$ cat config.mk
export PLATFORM = sky130hd
export DESIGN_NAME = mau_store_buffer
export DESIGN_NICKNAME = d
export VERILOG_FILES = /design/src/rtl/mau_store_buffer.sv
export SDC_FILE = /design/constraint.sdc
export NUM_CORES = 1
export LEC_CHECK = 0
export CORE_ASPECT_RATIO = 0.9
export CORE_MARGIN = 4
export CORE_UTILIZATION = 55
export CTS_CLUSTER_SIZE = 25
export DETAILED_ROUTE_END_ITERATION = 12
export GPL_TIMING_DRIVEN = 0
export MAX_ROUTING_LAYER = met4
export PLACE_DENSITY_LB_ADDON = 0.15
export SETUP_SLACK_MARGIN = 0.4
export SYNTH_ARGS = -nofsm -noshare
export SYNTH_HDL_FRONTEND = slang
export SYNTH_SLANG_ARGS = --single-unit
$ cat constraint.sdc
create_clock -name clk -period 4.3 [get_ports clk]
set_input_delay 1.29 -clock clk [delete_from_list [all_inputs] [get_ports clk]]
set_output_delay 1.29 -clock clk [all_outputs]
set_load 0.05 [all_outputs]
$ cat src/rtl/mau_store_buffer.sv
// rtl/mau_store_buffer.sv - in-order store buffer between MAU and the data memory port
// Stalls the pipe when full or when a load touches a word still waiting to drain.
module mau_store_buffer #(
  parameter int DEPTH = 4,
  parameter int AW    = 32,
  parameter int DW    = 32
) (
  input  logic          clk,
  input  logic          nReset,
  input  logic          StepMAU,
  input  logic          WorkMAU,
  input  logic          MAUStore,
  input  logic          MAULoad,
  input  logic [AW-1:0] MAUAddr,
  input  logic [DW-1:0] MAUData,
  output logic          nMAUNotReady,
  output logic          MemReq,
  output logic [AW-1:0] MemAddr,
  output logic [DW-1:0] MemData,
  input  logic          MemAck,
  output logic          SBEmpty
);

  localparam int PW = $clog2(DEPTH);

  logic [PW-1:0] wrPtr;
  logic [PW-1:0] rdPtr;
  logic [PW:0]   count;
  logic [AW-1:0] addrMem [DEPTH];
  logic [DW-1:0] dataMem [DEPTH];

  logic full;
  logic push;
  logic pop;
  logic fullStall;
  logic loadHit;

  assign full      = (count == (PW+1)'(DEPTH));
  assign push      = StepMAU & WorkMAU & MAUStore & ~full;
  assign MemReq    = (count != '0);
  assign pop       = MemReq & MemAck;
  assign SBEmpty   = (count == '0);
  assign MemAddr   = addrMem[rdPtr];
  assign MemData   = dataMem[rdPtr];
  assign fullStall = WorkMAU & MAUStore & full;

  always_ff @(posedge clk or negedge nReset) begin
    if (!nReset) begin
      wrPtr <= '0;
      rdPtr <= '0;
      count <= '0;
    end else begin
      if (push) wrPtr <= wrPtr + 1'b1;
      if (pop)  rdPtr <= rdPtr + 1'b1;
      case ({push, pop})
        2'b10:   count <= count + 1'b1;
        2'b01:   count <= count - 1'b1;
        default: count <= count;
      endcase
    end
  end

  // Entry payload needs no reset: validity comes from count alone.
  always_ff @(posedge clk) begin
    if (push) begin
      addrMem[wrPtr] <= MAUAddr;
      dataMem[wrPtr] <= MAUData;
    end
  end

  // A slot is live when its distance from the head is below count.
  always_comb begin
    loadHit = 1'b0;
    for (int i = 0; i < DEPTH; i++) begin
      if (({1'b0, PW'(i) - rdPtr} < count) &&
          (addrMem[i][AW-1:2] == MAUAddr[AW-1:2]))
        loadHit = 1'b1;
    end
    loadHit = loadHit & WorkMAU & MAULoad;
  end

  assign nMAUNotReady = ~(fullStall | loadHit);

endmodule

Word level (Yosys, flattened, before mapping)
Memory sizes are Yosys's and may differ from the RTL's. Index checks and enable logic that the tools add are counted. W data, S select, Z words.

Add/sub/neg operators: 8. $lt $le $gt $ge: 4. Equality and inequality tests: 7. Mux-type cells: 7. Bitwise logic cells: 11. Reduce and logical (&&, ||, !) cells: 7.

Operators with widths (number): $eq A30 B30 Y1 (4); $lt A2 B3 Y1 (4); $and A1 B1 Y1 (8); $mux W1 (6); $pmux W3 S2 (1); $add A2 B1 Y2 const B (2); $logic_and A1 B1 Y1 (4); $sub A1 B2 Y2 const A (2); $sub A2 B2 Y2 const A (2); $add A3 B1 Y3 const B (1); $eq A3 B3 Y1 const B (1); $logic_not A3 Y1 (1); $reduce_bool A3 Y1 (1); $sub A3 B1 Y3 const B (1); $eq A2 B1 Y1 const B (1); $eq A2 B2 Y1 const B (1); $not A1 Y1 (2); $reduce_bool A2 Y1 (1); $or A1 B1 Y1 (1).

Bits in registers: 7. RAM bits: 256. Bits of input ports: 71. Output and inout port bits: 67. Word-level logic and storage cells: 49. Memories kept: 2.

Memories: addrMem (words 4, bits a word 32, rd ports 5, clocked after memory_dff 0, write ports 1, line 29) `logic [AW-1:0] addrMem [DEPTH];`; dataMem (words 4, bits a word 32, rd ports 1, clocked after memory_dff 0, write ports 1, line 30) `logic [DW-1:0] dataMem [DEPTH];`.

Depth between registers and ports, before layout
Word-level depth: 11. Gate-level depth with buffers: 11. Depth with buffers taken out: 10.

Worst setup path before layout
No wires, ideal clock.

Kind: input to output. Start point: input MAUAddr[12]. End point: output nMAUNotReady. Data arrival time: 3.281 ns. Data required time: 3.010 ns. Setup slack: -0.271 ns. Stages: 6. Path buffers: 0. Cell sequence: xor2_1 nor4_1 nand4_1 a2111oi_2 a41o_1 nor4_1.

Word-level cells in the longest chain between the ends: 10. Elaborated cells on any way between the ends: 16. Classes of those cells: 4 x eq/ne; 4 x mux; 4 x bitwise; 4 x reduce/logical.

Ends and longest elaborated chain: start: declaration (line 14) `input logic [AW-1:0] MAUAddr,`; $eq A30 B30 Y1 (line 76) `(addrMem[i][AW-1:2] == MAUAddr[AW-1:2]))`; $logic_and A1 B1 Y1 (line 75) `if (({1'b0, PW'(i) - rdPtr} < count) &&`; $mux W1 (3 in series) (line 75); $mux W1 (*) (line 75); $and A1 B1 Y1 (*) (2 in series) (line 79) `loadHit = loadHit & WorkMAU & MAULoad;`; $or A1 B1 Y1 (*) (line 82) `assign nMAUNotReady = ~(fullStall | loadHit);`; $not A1 Y1 (*) (line 82); end: declaration (line 16) `output logic nMAUNotReady,`.

Mark *: on every way between the ends. The rest lies on a longest branch, timed or not.

Worst setup path in the final report
Start point: input MAUAddr[9]. End point: output nMAUNotReady.

The elaborated chain is that of the path after synthesis.

==> run_results.csv <==
group,metric,value,unit
sta,rsz0062_at_grt,"true",
sta,fin_crit_sh,97.00,%
clock_network,htreeDepth,1,
synthesis,synth-seq-area-share,70.97,%
route,post_drt_wl_per_cell,24.39,um
synthesis,synth_most_common_cell,"edfxtp_1",
power,p_leak,4.781,nW
run_status,outcome,"completed",
synthesis,synth-seq-cells,263,
flow_run,drv_cap,0,
placed_design,place_congestion,0.8841,
sta,slew_viol_final,0,
sta,fmax,239.8,MHz
layout,syn_to_final_growth,26.66,%
global_route,grt_pass1_wl,36410,um
global_route,grt_overflow,0,
synthesis,syn-instance-count,559,
sta,finalCriticalPeriod,4.171,ns
floorplan,core,19460,um^2
synthesis,avgSynthCellArea,19.82,um^2
clock_network,cts_tree,"yes",
synthesis,syn_area,11080,um^2
synthesis,ys_top_cells_by_count,"edfxtp_1, xor2_1, mux4_2, nor4_1, xnor2_1",
placed_design,dp_hpwl,16240,um
clock_network,cts.sinks,263,
clock_network,clk_pin_slew,0.06,ns
global_route,grt_antenna_before_repair,1,
worst_setup_path,worstPathMaxFanout,8,
power,peakVddDrop,0.0004539,V
worst_setup_path,cp-start-kind,"input pin",
clock_network,cts_root_buf,"clkbuf_16",
synthesis,yosys_warnings,0,
floorplan,die_area,22480,um^2
layout,drive_gt1_share,26.90,%
sta,skew,0.009667,ns
sta,hold_ws,0.5674,ns
clock_network,cts_hold_buffers,0,
layout,nets,815,
worst_setup_path,critPathRequiredTime,3.01,ns
layout,fin_area,14030,um^2
layout,fill_cells,1231,
clock_network,clock_latency,0.52,ns
route,route.detailed.drc,0,
route,ant_nets,0,
floorplan,initial_core_util,56.94,%
worst_setup_path,crit_chain,"buf_12 > xor2_1 > nor4_1 > nand4_1 > a2111oi_2 > a41o_1 > nor4_4 > buf_6",
worst_setup_path,critPathMaxStageDelay,0.36,ns
route,wl,24440,um
sta,worstMarginPinSlew,0.6203,ns
global_route,grt_pass1_vias,6192,
worst_setup_path,crit_slowest_cell,"a2111oi_2",
synthesis,netlist.area_leader.share,69.38,%
global_route,grt_max_degree,40,
worst_hold_path,min_path_type,"flop to flop",
worst_setup_path,end_kind,"output pin",
clock_network,cts_buffer_depth,3,
route,drt_iter0_drc,413,
global_route,grt.total_usage,22.41,%
floorplan,dieHeight,142.6,um
route,vias,5883,
synthesis,synth_edf_count,256,
floorplan,die_w,157.6,um
synthesis,synth_nets,640,
route,via_per_inst,5.871,
sta,final-setup-viol-count,0,
sta,maxSlewHeadroom,58.65,%
layout,multiInputGateArea,3446,um^2
synthesis,ys_async_sr_fraction,2.662,%
worst_setup_path,arrival,2.88,ns
power,p_per_area,619.2,nW/um^2
synthesis,synth-main-ff-cell,"edfxtp_1",
synthesis,synthTopCellsByArea,"edfxtp_1, mux4_2, xor2_1, dfrtp_1, xnor2_1",
placed_design,placement.cell_area,12900,um^2
placed_design,port_buffers,137,
sta,hold_viol,0,
clock_network,cts_made_buffers,27,
floorplan,core.rowCount,48,
floorplan,ios,138,
layout,ff_latch_area,7863,um^2
worst_setup_path,path_class,"input pin to output pin",
synthesis,yosysUniqueCellTypes,29,
synthesis,synth_largest_area_cell,"edfxtp_1",
route,firstDrtPassIters,5,
power,total_power,8.689,mW
-- final timing paths --
| check | start | end | slack, ns | cells past startpoint |
|---|---|---|---|---|
| min | count[1]$_DFFE_PN0P_ | count[1]$_DFFE_PN0P_ | 0.57 | 2 |
| max in group asynchronous | nReset | rdPtr[1]$_DFFE_PN0P_ | 3.01 | 1 |
| max | MAUAddr[9] | nMAUNotReady | 0.13 | 8 |
| min reg2reg | count[1]$_DFFE_PN0P_ | count[1]$_DFFE_PN0P_ | 0.57 | 2 |
| max reg2reg | count[0]$_DFFE_PN0P_ | dataMem[2][3]$_DFFE_PP_ | 2.00 | 4 |
| min in group asynchronous | nReset | count[1]$_DFFE_PN0P_ | 1.03 | 1 |
-- timing repair --
| action | CTS | global route |
|---|---|---|
| endpoints found under the setup margin | 65 | 5 |
| gates resized for setup | 272 | 52 |
| setup buffers | 2 | 3 |
| endpoints found under the hold margin | 0 | 0 |
| pin swaps | 26 | 15 |
-- metrics by stage --
step	std cells	TNS [ns]	util [%]	worst slack, ns
floorplan	559	0	-	0.4009
global placement	946	-319.30	65.67	-1.275
detailed placement	950	-1.317	66.29	-1.317
CTS	998	0	71.05	0.1771
global route	1002	0	72.12	0.06206
finish	1002	0	72.12	0.1290
-- cell usage in the layout, fill, tap and decap left out, types with 4 or more instances in the layout --
master,instances
buf_4,12
buf_6,13
nor4_1,10
xnor2_1,17
xor2_1,93
clkbuf_1,6
dfrtp_1,7
xor2_2,14
clkdlybuf4s50_1,41
buf_16,4
inv_1,10
clkinv_1,4
dlygate4sd2_1,64
nand2_1,4
clkinv_2,4
nor4_4,4
clkbuf_16,27
ha_1,9
and2_4,4
buf_12,4
edfxtp_1,256
a21oi_1,5
mux4_2,64
nor4_2,11
buf_2,15
nand4_1,8
-- layout make-up --
class	count	area share, %
Tap cell	250	2.229
Buffer	15	0.7578
Sequential cell	263	56.03
Inverter	12	0.3210
Clock inverter	13	0.8381
Multi-Input combinational cell	269	24.55
Antenna cell	1	0.01783
Clock buffer	33	4.975
Timing Repair Buffer	146	10.28
-- registers in the layout (all words and copies together) (netlist names) --
| register | count |
|---|---|
| dataMem | 128 |
| addrMem | 128 |
| wrPtr | 2 |
| count | 3 |
| rdPtr | 2 |
-- power breakdown --
group	switching, mW	internal [mW]
Sequential	0.0795	2.99
Combinational	2.27	1.18
Clock	0.904	1.26
-- per-layer routing --
metal	track usage, %	part of all wire, %
met5	-	0
met4	5.387	2.3
met3	4.667	7.0
met2	36.11	50
met1	29.97	40
-- kinds of logic (layout without fill, tap and decap cells) --
| logic type | count (synthesis) | count (layout) | synth area share (%) |
|---|---|---|---|
| AOI/OAI and AO/OA | 14 | 14 | 0.8582 |
| xor gates and xnor gates | 127 | 127 | 10.04 |
| adders and majority gates | 10 | 10 | 1.197 |
| DFF | 263 | 263 | 70.97 |
| other | 0 | 1 | 0 |
| and+or+nand+nor | 54 | 54 | 2.823 |
| muxes | 64 | 64 | 13.01 |
| buffers and inverters | 27 | 219 | 1.107 |
-- worst max-delay path: cells and delay by family --
family	cells	cell delay, ns
AOI/OAI and AO/OA	2	0.55
and+or+nand+nor	3	0.62
buffers and inverters	2	0.29
xor gates and xnor gates	1	0.13
Note: power is estimated with default switching activity, not from simulation.
